**src/rtl/rf_write_scheduler.sv**
```systemverilog
// rf_write_scheduler
//   Owns the register file's single write port and shares it between the
//   pipeline writeback stage and a long-latency (LL) unit.
//   - The writeback stage has priority and is never stalled. A writeback to
//     x0 does not claim the port.
//   - The LL unit uses a valid/ready handshake and is accepted whenever
//     writeback leaves the port free.
//   - A scoreboard tracks destination registers with LL ops in flight.
//     Decode uses it to detect RAW/WAW hazards.
//   - A starvation counter raises pipe_stall so that the pipeline injects a
//     bubble and the pending LL result can drain.
//
// Ports
//   clk          clock, all state on rising edge
//   rst          asynchronous, active-low reset
//   wb_valid     pipeline writeback has a result this cycle
//   wb_rd        pipeline destination register
//   wb_data      pipeline result
//   ll_valid     LL result pending (held stable until accepted)
//   ll_rd        LL destination register
//   ll_data      LL result
//   ll_ready     LL result accepted this cycle
//   issue_valid  decode issues an op to the LL unit
//   issue_rd     destination of the issued LL op
//   issue_ready  issue accepted
//   dec_rs1      decode source 1
//   dec_rs2      decode source 2
//   dec_rd       decode destination
//   dec_hazard   decode must stall on a busy register
//   pipe_stall   starvation request: freeze fetch/decode issue
//   busy         scoreboard vector, bit 0 always 0
//   RegWrite     register file write enable
//   WriteAddr    register file write address
//   WriteData    register file write data

module rf_write_scheduler #(
    parameter int unsigned DW           = 32,
    parameter int unsigned AW           = 5,
    parameter int unsigned MAX_OUT      = 4,
    parameter int unsigned STARVE_LIMIT = 8
) (
    input  logic              clk,
    input  logic              rst,
    input  logic              wb_valid,
    input  logic [AW-1:0]     wb_rd,
    input  logic [DW-1:0]     wb_data,
    input  logic              ll_valid,
    input  logic [AW-1:0]     ll_rd,
    input  logic [DW-1:0]     ll_data,
    output logic              ll_ready,
    input  logic              issue_valid,
    input  logic [AW-1:0]     issue_rd,
    output logic              issue_ready,
    input  logic [AW-1:0]     dec_rs1,
    input  logic [AW-1:0]     dec_rs2,
    input  logic [AW-1:0]     dec_rd,
    output logic              dec_hazard,
    output logic              pipe_stall,
    output logic [2**AW-1:0]  busy,
    output logic              RegWrite,
    output logic [AW-1:0]     WriteAddr,
    output logic [DW-1:0]     WriteData
);

    localparam int unsigned NREG = 2**AW;
    localparam int unsigned CW   = $clog2(MAX_OUT + 1);
    localparam int unsigned WW   = $clog2(STARVE_LIMIT + 1);

    logic [CW-1:0]   out_cnt;
    logic [WW-1:0]   wait_cnt;
    logic [NREG-1:0] busy_next;
    logic            pw;
    logic            ll_accept;
    logic            issue_accept;

    // ------------------------------------------------------------------
    // Write-port arbitration: combinational, reaches the reg file in the
    // same cycle. pipe_stall has no effect here; it only keeps decode
    // from refilling WB, so the LL result wins on the next bubble.
    // ------------------------------------------------------------------
    always_comb begin
        pw        = wb_valid && (wb_rd != '0);
        ll_ready  = ll_valid && !pw;
        RegWrite  = 1'b0;
        WriteAddr = '0;
        WriteData = '0;
        if (pw) begin
            RegWrite  = 1'b1;
            WriteAddr = wb_rd;
            WriteData = wb_data;
        end else if (ll_valid) begin
            RegWrite  = (ll_rd != '0);
            WriteAddr = ll_rd;
            WriteData = ll_data;
        end
    end

    assign ll_accept = ll_valid && ll_ready;

    // ------------------------------------------------------------------
    // Scoreboard
    // issue_ready is independent of every *_valid, so the decode stage
    // can use it without creating a combinational loop.
    // ------------------------------------------------------------------
    assign issue_ready  = (out_cnt < CW'(MAX_OUT)) && !busy[issue_rd];
    assign issue_accept = issue_valid && issue_ready;
    assign dec_hazard   = busy[dec_rs1] | busy[dec_rs2] | busy[dec_rd];

    // An issue and a retire never target the same index, because a busy
    // destination blocks issue. Therefore the order of clear and set
    // below does not matter.
    always_comb begin
        busy_next = busy;
        if (ll_accept)
            busy_next[ll_rd] = 1'b0;
        if (issue_accept && (issue_rd != '0))
            busy_next[issue_rd] = 1'b1;
        busy_next[0] = 1'b0;
    end

    always_ff @(posedge clk or negedge rst) begin
        if (!rst) begin
            busy    <= '0;
            out_cnt <= '0;
        end else begin
            busy <= busy_next;
            case ({issue_accept, ll_accept})
                2'b10:   out_cnt <= out_cnt + CW'(1);
                // A retire with nothing outstanding is a protocol error.
                // Hold the count at zero instead of wrapping.
                2'b01:   if (out_cnt != '0) out_cnt <= out_cnt - CW'(1);
                default: out_cnt <= out_cnt;
            endcase
        end
    end

    // ------------------------------------------------------------------
    // Starvation: count the cycles an LL result waits behind writeback.
    // The counter saturates at STARVE_LIMIT. Once it reaches the limit,
    // the next edge raises pipe_stall. The stall drops on the edge after
    // the LL result is accepted.
    // ------------------------------------------------------------------
    always_ff @(posedge clk or negedge rst) begin
        if (!rst) begin
            wait_cnt   <= '0;
            pipe_stall <= 1'b0;
        end else if (!ll_valid || ll_accept) begin
            wait_cnt   <= '0;
            pipe_stall <= 1'b0;
        end else begin
            if (wait_cnt != WW'(STARVE_LIMIT))
                wait_cnt <= wait_cnt + WW'(1);
            if (wait_cnt == WW'(STARVE_LIMIT))
                pipe_stall <= 1'b1;
        end
    end

endmodule

```
**config.mk**
```make
export PLATFORM = sky130hd
export DESIGN_NAME = rf_write_scheduler
export DESIGN_NICKNAME = d
export VERILOG_FILES = /design/src/rtl/rf_write_scheduler.sv
export SDC_FILE = /design/constraint.sdc
export NUM_CORES = 1
export LEC_CHECK = 0
export ABC_AREA = 0
export BUFFER_PORTS_ARGS = -buffer_cell sky130_fd_sc_hd__buf_2
export CORE_MARGIN = 2
export CORE_UTILIZATION = 38
export DETAILED_ROUTE_END_ITERATION = 12
export GPL_TIMING_DRIVEN = 0
export PLACE_DENSITY = 0.72
export SKIP_LAST_GASP = 1
export SYNTH_ARGS = -nofsm -noshare
export SYNTH_HDL_FRONTEND = slang
export SYNTH_SLANG_ARGS = --single-unit
```
**constraint.sdc**
```tcl
create_clock -name clk -period 3.6 [get_ports clk]
set_clock_uncertainty 0.1 [all_clocks]
set_input_delay 0.72 -clock clk [delete_from_list [all_inputs] [get_ports clk]]
set_output_delay 0.72 -clock clk [all_outputs]
set_load 0.01 [all_outputs]
```
==> impl_metrics.py, run 1 <==
metrics = {
    "clocking": {
        "cts_tree": "yes",
        "insertion_delay_ns": 0.30,
        "cts_made_buffers": 5,
        "postCtsHoldBufs": 0,
        "htreeDepth": 2,
        "cts_sinks": 39,
        "clkTransAtPathRegs_ns": 0.07,
        "clock_tree.buffer_depth": 2,
        "cts-root-buf": "clkbuf_8",
    },
    "min_path": {
        "hold-path-endpoint": "pipe_stall",
        "worstHoldStart": "pipe_stall",
        "hold_depth": 2,
        "min_path_type": "reg2reg",
    },
    "run_status": {
        "status": "finished, final reports clean",
    },
    "setup_path": {
        "crit_required_ns": 2.78,
        "worstReg2RegStart": "busy[21]",
        "start_kind": "input pin",
        "arrival_ns": 2.60,
        "cp_cell_sequence": "buf_2, and3b_1, and3_4, nor4_2, and4_4, and2_4, buf_6, buf_6, buf_2",
        "r2r_slack_ns": 0.49,
        "cp_slowest_cell": "nor4_2",
        "worstReg2RegEnd": "out_cnt[1]",
        "crit_path_end_kind": "primary output",
        "cp_max_fo": 10,
        "crit_path_max_incr_delay_ns": 0.34,
        "critPathKind": "in2out",
        "reg2reg_depth": 13,
    },
    "detailed_routing": {
        "antenna_left": 0,
        "vias": 4133,
        "wl_mm": 12.53,
        "vias_per_cell": 5.756,
        "firstDrtPassIters": 7,
        "post-route-drc-count": 0,
        "first_iter_violations": 315,
        "post_drt_wl_per_cell_um": 17.44,
    },
    "global_route": {
        "grt_use_total": 0.2351,
        "grt_max_degree": 40,
        "antenna_found_initial": 0,
        "grt_pass1_vias": 3810,
        "grt_pass1_wl_mm": 19.31,
        "grt-ovfl-total": 0,
    },
    "synthesis": {
        "ys_warn_count": 0,
        "synth_async_sr_flop_share": 1.000,
        "synth_area_mm2": 0.003674,
        "synth.area.top_cells": "dfrtp_1 (27%), mux4_2 (15%), nand2_1 (10%)",
        "synth_edf_count": 0,
        "ys_types": 59,
        "syn_avg_cell_area_um2": 8.664,
        "synth_nets": 526,
        "ys_ff_latch": 39,
        "syn_inst": 424,
        "synth_top_area_frac": 0.2657,
        "synth_ff_type": "dfrtp_1",
        "ys_seq_area_frac": 0.2657,
        "yosysTopAreaCell": "dfrtp_1",
    },
    "power": {
        "swShare": 0.4257,
        "p_leak_nw": 2.282,
        "cellPowerDensity_mw_per_mm2": 470.5,
        "p_comb_frac": 0.491,
        "p_sw_mw": 0.9429,
        "irDropWorstVdd_v": 0.0001718,
        "pwr-share-seq": 0.377,
        "internal_power_mw": 1.272,
        "clockPowerShare": 0.131,
    },
    "placed_design": {
        "globalplace.congestion": 0.8699,
        "io_buffer_count": 157,
        "place_hpwl_mm": 10.00,
        "placedCellCount": 710,
    },
    "layout": {
        "fillers": 921,
        "drive_gt1_frac": 0.3752,
        "nNetsFinal": 690,
        "antennaDiodeCount": 0,
        "final_cells": 718,
        "areaGrowthSynthToFinish_pct": 28.17,
    },
    "timing": {
        "setup-violations-final": 0,
        "finalHoldViolCount": 0,
        "max_slew_margin": 0.4133,
        "min_period_over_period": 0.9504,
        "rsz0062_at_grt": "yes",
        "worst_slew_pin_slew_ns": 0.8801,
        "maxSlewViolCount": 0,
        "fmax_ghz": 0.2923,
        "min_period_ns": 3.421,
        "whs_ns": 0.4312,
    },
    "die": {
        "core_area_mm2": 0.009328,
        "initial_core_util": 0.3938,
        "io_pins": 173,
        "die-area_mm2": 0.01047,
        "rows": 35,
        "die_w_um": 102.3,
        "dieHeight_um": 102.3,
    },
    "flow_run": {
        "maxCapViolCount": 0,
    },
}
[per-layer routing]
metal / routed length, um / GRT usage / share of wire
met2: 6417 / 0.4180 / 0.51
met3: 1021 / 0.04378 / 0.082
met1: 4892 / 0.2968 / 0.39
met5: 0 / 0 / 0
met4: 193 / 0.05538 / 0.015
[logic make-up after synthesis]
kind of cell	share of synthesized area
flip-flops	0.2657
AO/OA/AOI/OAI	0.1475
XOR/XNOR	0.009539
AND/OR/NAND/NOR	0.2827
adder cells (fa/ha/maj)	0.01226
multiplexers	0.2234
buffers and inverters	0.05790
other	0.001021
[final cells by class]
| type | count | area [um^2] | area share |
|---|---|---|---|
| multi-input cells | 341 | 2485 | 0.5278 |
| clock buffers | 5 | 68.82 | 0.01462 |
| plain buffers | 38 | 193.9 | 0.04119 |
| repair buffers | 157 | 785.8 | 0.1669 |
| clock inverters | 3 | 15.01 | 0.003189 |
| well taps | 129 | 161.4 | 0.03428 |
| flip-flops and latches | 39 | 975.9 | 0.2073 |
| inverters | 6 | 22.52 | 0.004783 |
[registers in the layout (all words and copies together) (netlist names)]
name,cells
busy,31
wait_cnt,4
out_cnt,3
pipe_stall,1
[how the worst max path moves through the flow]
stage | startpoint | to | slack [ns]
final | issue_rd[3] | issue_ready | 0.18
after global routing | issue_rd[1] | out_cnt[1] | -0.003
after CTS | dec_rs2[0] | dec_hazard | 0.03
after detailed placement | issue_rd[0] | out_cnt[1] | -0.10
after global placement | issue_rd[0] | out_cnt[1] | -0.02
after floorplan | dec_rs2[0] | dec_hazard | 0.35
[stage by stage]
stage	setup TNS, ns	worst slack (ns)	total power, mW	utilization	area (um^2)
finish	0	0.1785	2.215	0.5048	4708
global route	-0.002735	-0.002735	2.351	0.5048	4708
CTS	0	0.03314	2.206	0.5044	4705
detailed placement	-0.1003	-0.1003	1.918	0.4954	4621
global placement	-0.01506	-0.01506	1.880	0.4954	4621
floorplan	0	0.3522	1.461	-	3674
[critical path: cells and delay by family]
kind	cells	cell delay, ns
simple gates	5	1.30
buf+inv	4	0.56
[layout by cell type, fill, tap and decap left out, drive strengths merged, types with 15 or more instances in the layout]
cell and n:
buf 170, nand2 101, nand3 41, dfrtp 39, clkbuf 30, mux4 24, mux2i 22, o21ai 19
a32o 15, nor2 15
[repair_timing]
action,CTS,global route
endpoints found under the setup margin,0,2
buffers inserted,0,0
gates resized for setup,0,6
[power groups by stage]
stage	Sequential [mW]	Combinational [mW]	Clock [mW]
2_1_floorplan	0.786	0.675	0
3_3_place_gp	0.821	1.06	0
3_5_place_dp	0.833	1.08	0
4_1_cts	0.825	1.09	0.293
5_1_grt	0.854	1.18	0.313
6_report	0.836	1.09	0.291
[synth_stat cells (all sizes together) (5+ instances only)]
master  count
a21oi       6
a32o       15
and3b       5
buf        13
clkbuf     25
dfrtp      39
inv         6
mux2        5
mux2i      22
mux4       24
nand2     101
nand3      41
nor2       15
nor3       12
nor3b      13
o21ai      19
o31ai       8
No activity file was read; power rests on OpenSTA's default activity.
==> run 2, diff against run 1 <==
==> constraint.sdc (replaced) <==
create_clock -name clk -period 3.15 [get_ports clk]
set_clock_uncertainty 0.1 [all_clocks]
set_input_delay 0.63 -clock clk [delete_from_list [all_inputs] [get_ports clk]]
set_output_delay 0.63 -clock clk [all_outputs]
set_load 0.01 [all_outputs]
==> impl_metrics.py, run 2 (synthesis gave the netlist of run 1 again) <==
metrics = {
    "placed_design": {
        "postPlaceCellArea_mm2": 0.004621,
        "io_buffer_count": 157,
        "place_hpwl_mm": 10.00,
        "globalplace.congestion": 0.8699,
    },
    "detailed_routing": {
        "wl_mm": 12.60,
        "vias": 4122,
        "first_iter_violations": 294,
        "antenna_left": 0,
        "post_drt_wl_per_cell_um": 17.45,
        "vias_per_cell": 5.709,
        "post-route-drc-count": 0,
        "firstDrtPassIters": 5,
    },
    "timing": {
        "max_slew_margin": 0.4162,
        "min_period_ns": 3.100,
        "fmax_ghz": 0.3226,
        "rsz0062_at_grt": "yes",
        "finalHoldViolCount": 0,
        "maxSlewViolCount": 0,
        "worst_slew_pin_slew_ns": 0.8757,
        "setup-violations-final": 0,
        "min_period_over_period": 0.9840,
    },
    "power": {
        "p_leak_nw": 2.347,
        "cellPowerDensity_mw_per_mm2": 530.4,
        "power_mw": 2.547,
        "irDropWorstVdd_v": 0.0001972,
    },
    "setup_path": {
        "arrival_ns": 3.18,
        "cp_max_fo": 10,
        "r2r_slack_ns": 0.16,
        "crit_path_end_kind": "flop",
        "start_kind": "input pin",
        "cp_cell_sequence": "clkbuf_4, or3b_1, buf_6, nor3b_4, nor4_4, and4_4, nand2_2, clkbuf_4, nand2_1, fa_1, nor2_1, nand3_1, o21ai_0, a21oi_1, o22ai_1",
        "crit_required_ns": 3.23,
        "crit_path_max_incr_delay_ns": 0.53,
        "reg2reg_depth": 13,
        "cp_slowest_cell": "fa_1",
        "timing.critical_path.mode_cell": "clkbuf_4",
        "critPathKind": "in2reg",
    },
    "layout": {
        "nNetsFinal": 694,
        "final_common_cell": "buf_2",
        "top_regs": "busy (31), wait_cnt (4), out_cnt (3)",
        "final_area_mm2": 0.004802,
        "final_cell_mix": "buf_2 (157), nand2_1 (99), nand3_1 (41), dfrtp_1 (38), mux4_2 (24)",
        "top_register": "busy",
        "drive_gt1_frac": 0.3997,
        "largest_reg_flops": 31,
        "areaGrowthSynthToFinish_pct": 30.72,
        "antennaDiodeCount": 0,
        "fin_util": 0.5148,
    },
    "die": {
        "die-area_mm2": 0.01047,
        "die_w_um": 102.3,
        "rows": 35,
        "initial_core_util": 0.3938,
        "dieHeight_um": 102.3,
        "core_area_mm2": 0.009328,
        "io_pins": 173,
    },
    "min_path": {
        "min_path_type": "in2async",
    },
    "clocking": {
        "clock_tree.buffer_depth": 2,
        "cts_sinks": 39,
        "insertion_delay_ns": 0.30,
        "cts-root-buf": "clkbuf_8",
        "clkTransAtPathRegs_ns": 0.08,
        "htreeDepth": 2,
        "cts_made_buffers": 5,
        "cts_tree": "yes",
        "postCtsHoldBufs": 0,
    },
    "global_route": {
        "grt_use_total": 0.2366,
        "grt_pass1_wl_mm": 19.44,
        "grt_pass1_vias": 3820,
        "antenna_found_initial": 0,
        "grt-ovfl-total": 0,
        "grt_max_degree": 40,
        "grt.met1_usage": 0.2990,
        "grtUsageMet2": 0.4200,
        "grt-busiest-layer": "met2",
        "use_met3": 0.04378,
    },
    "flow_run": {
        "maxCapViolCount": 0,
    },
    "run_status": {
        "status": "finished, final reports clean",
    },
}
## run 2: power breakdown
group          switching [mW]  internal, mW
sequential              0.302         0.656
clock                   0.179         0.152
combinational           0.600         0.658
total                    1.08          1.47
## run 2: area by class of cell
cell class	instances	area [um^2]
Tap cell	129	161.4
Sequential cell	39	977.2
Fill cell	901	4526
Clock inverter	3	15.01
Buffer	37	220.2
Inverter	6	22.52
Clock buffer	5	68.82
Multi-Input combinational cell	341	2514
Timing Repair Buffer	162	823.3
## run 2: final timing paths
path	endpoint	startpoint
worst min register to register	pipe_stall	pipe_stall
worst min-delay path	busy[17]	rst
max in group asynchronous	busy[21]	rst
worst max-delay path	out_cnt[1]	issue_rd[3]
worst max register to register	out_cnt[1]	busy[25]
min in group clk	pipe_stall	pipe_stall
## run 2: through the flow
step | hold slack, ns | TNS [ns] | worst slack [ns] | cells
floorplan | 0.2344 | 0 | 0.02372 | 424
global placement | 0.3939 | -0.8727 | -0.3751 | 710
detailed placement | 0.4277 | -1.150 | -0.4603 | 710
CTS | 0.3777 | -0.05050 | -0.05050 | 722
global route | 0.4212 | -0.1169 | -0.1169 | 722
finish | 0.3514 | 0 | 0.05027 | 722
## run 2: timing repair
action                                  CTS  global route
gates resized for setup                   6            33
endpoints found under the setup margin    6            36
pin swaps                                 2             3
buffers inserted                          4             1
## run 2: layer usage
layer  wire, um  vias up
met5          0        -
met4        163        0
met3       1058       15
met2       6500      240
met1       4878     1955
li1           -     1912
## run 2: worst max-delay path: cells and delay by family
kind	cells	cell delay, ns
and+or+nand+nor	8	1.20
buffers and inverters	3	0.53
adders and majority gates	1	0.53
AOI/OAI and AO/OA	3	0.29
==> run 3, diff against run 2 <==
--- a/config.mk
+++ b/config.mk
@@ -11,6 +11,7 @@
 export CORE_UTILIZATION = 38
 export DETAILED_ROUTE_END_ITERATION = 12
 export GPL_TIMING_DRIVEN = 0
+export HOLD_SLACK_MARGIN = 0.06
 export PLACE_DENSITY = 0.72
 export SKIP_LAST_GASP = 1
 export SYNTH_ARGS = -nofsm -noshare
==> constraint.sdc (replaced) <==
create_clock -name clk -period 3.15 [get_ports clk]
set_clock_uncertainty 0.1 [all_clocks]
set_input_delay 0.1575 -clock clk [delete_from_list [all_inputs] [get_ports clk]]
set_output_delay 0.1575 -clock clk [all_outputs]
set_load 0.01 [all_outputs]
==> impl_metrics.py, run 3 (synthesis gave the netlist of run 1 again) <==
metrics = {
    "timing": {
        "min_period_ns": 2.957,
        "worst_slew_pin_slew_ns": 0.8896,
        "setup-violations-final": 0,
        "max_slew_margin": 0.4069,
        "maxSlewViolCount": 0,
        "fin_ws_ns": 0.1934,
        "finalHoldViolCount": 0,
        "min_period_over_period": 0.9386,
        "rsz0062_at_grt": "no",
        "fmax_ghz": 0.3382,
        "setup_tns_ns": 0,
    },
    "clocking": {
        "clkTransAtPathRegs_ns": 0.09,
        "cts_made_buffers": 5,
        "cts-root-buf": "clkbuf_8",
        "cts_sinks": 39,
        "insertion_delay_ns": 0.30,
        "cts_tree": "yes",
        "clock_tree.buffer_depth": 2,
        "htreeDepth": 2,
    },
    "detailed_routing": {
        "first_iter_violations": 322,
        "vias": 4145,
        "antenna_left": 0,
        "wl_mm": 12.56,
        "post_drt_wl_per_cell_um": 17.39,
        "firstDrtPassIters": 5,
        "vias_per_cell": 5.741,
        "post-route-drc-count": 0,
    },
    "global_route": {
        "grt-ovfl-total": 0,
        "grt_pass1_wl_mm": 19.31,
        "antenna_found_initial": 0,
        "grt_use_total": 0.2351,
        "grt_pass1_vias": 3810,
        "grt_max_degree": 40,
    },
    "setup_path": {
        "cp_max_fo": 10,
        "worstReg2RegEnd": "out_cnt[1]",
        "arrival_ns": 3.08,
        "cp_slowest_cell": "dfrtp_1",
        "crit_end": "out_cnt[1]",
        "r2r_slack_ns": 0.19,
        "crit_path_max_incr_delay_ns": 0.47,
        "critPathKind": "reg2reg",
        "crit_required_ns": 3.27,
        "cp_cell_sequence": "mux2_1, and3_1, nor4_2, and4_4, nand2_2, buf_4, nand2_1, fa_1, nor2_1, nand3_1, o21ai_1, a21oi_1, o22ai_1",
        "worstReg2RegStart": "busy[25]",
        "crit_path_end_kind": "flop",
        "crit_start": "busy[25]",
        "reg2reg_depth": 13,
        "start_kind": "flop",
    },
    "layout": {
        "top_register": "busy",
        "drive_gt1_frac": 0.3828,
        "areaGrowthSynthToFinish_pct": 29.67,
        "top_regs": "busy (31), wait_cnt (4), out_cnt (3)",
        "antennaDiodeCount": 0,
        "nNetsFinal": 694,
        "largest_reg_flops": 31,
        "final_cell_mix": "buf_2 (161), nand2_1 (99), nand3_1 (41), dfrtp_1 (35), clkbuf_1 (25)",
        "final_common_cell": "buf_2",
    },
    "die": {
        "die_w_um": 102.3,
        "initial_core_util": 0.3938,
        "die-area_mm2": 0.01047,
        "core_area_mm2": 0.009328,
        "io_pins": 173,
        "dieHeight_um": 102.3,
        "rows": 35,
    },
    "flow_run": {
        "maxCapViolCount": 0,
    },
    "placed_design": {
        "pre_cts_ws_ns": 0.01222,
        "io_buffer_count": 157,
        "place_hpwl_mm": 10.00,
        "globalplace.congestion": 0.8699,
    },
    "power": {
        "p_leak_nw": 2.296,
        "cellPowerDensity_mw_per_mm2": 539.6,
        "irDropWorstVdd_v": 0.0001990,
    },
    "run_status": {
        "status": "finished, final reports clean",
    },
    "min_path": {
        "min_path_type": "in2reg",
    },
}
run 3: final cells by class:
cell class / instances / area, um^2
Fill cell: 913 / 4564
Multi-Input combinational cell: 341 / 2504
Sequential cell: 39 / 980.9
Timing Repair Buffer: 161 / 818.3
Buffer: 38 / 192.7
Tap cell: 129 / 161.4
Clock buffer: 5 / 68.82
Inverter: 6 / 22.52
Clock inverter: 3 / 15.01
run 3: per-layer routing:
layer | GRT usage | vias to the layer above | wire length [um]
met2 | 0.4180 | 224 | 6439
met1 | 0.2968 | 1986 | 4905
met4 | 0.05538 | 0 | 180
met3 | 0.04378 | 19 | 1033
li1 | - | 1916 | -
met5 | 0 | - | 0
run 3: how the worst min path moves through the flow:
stage,startpoint,endpoint,depth (start not counted)
floorplan,rst,busy[10],0
global placement,rst,busy[17],1
detailed placement,rst,busy[20],1
CTS,issue_rd[4],busy[14],3
global route,issue_rd[4],busy[14],3
finish,issue_rd[4],busy[14],3
run 3: critical path: cells and delay by family (launching register included):
family                   cells  cell delay [ns]
multiplexers                 1             0.30
AND/OR/NAND/NOR              7             1.08
buffers and inverters        1             0.19
flip-flops                   1             0.47
AO/OA/AOI/OAI                3             0.27
adder cells (fa/ha/maj)      1             0.45
run 3: metrics by stage:
step / power [mW] / util / instance area (um^2) / cells / hold slack (ns)
4_1_cts: 2.522 / 0.5054 / 4715 / 719 / 0.1317
5_1_grt: 2.725 / 0.5107 / 4763 / 722 / 0.1546
3_3_place_gp: 2.148 / 0.4954 / 4621 / 710 / 0.2141
2_1_floorplan: 1.670 / - / 3674 / 424 / -0.2381
6_report: 2.570 / 0.5107 / 4763 / 722 / 0.1476
3_5_place_dp: 2.192 / 0.4954 / 4621 / 710 / 0.2224
run 3: report_power, final:
group / internal, mW / switching [mW]
registers: 0.658 / 0.298
logic: 0.672 / 0.607
clock network: 0.152 / 0.183
total: 1.48 / 1.09
run 3: repair_timing:
item                                   CTS  global route
gates resized for setup                  0            10
hold buffers                             1             0
buffers inserted                         0             3
endpoints found under the hold margin   39             0
setup endpoints to repair                0             1
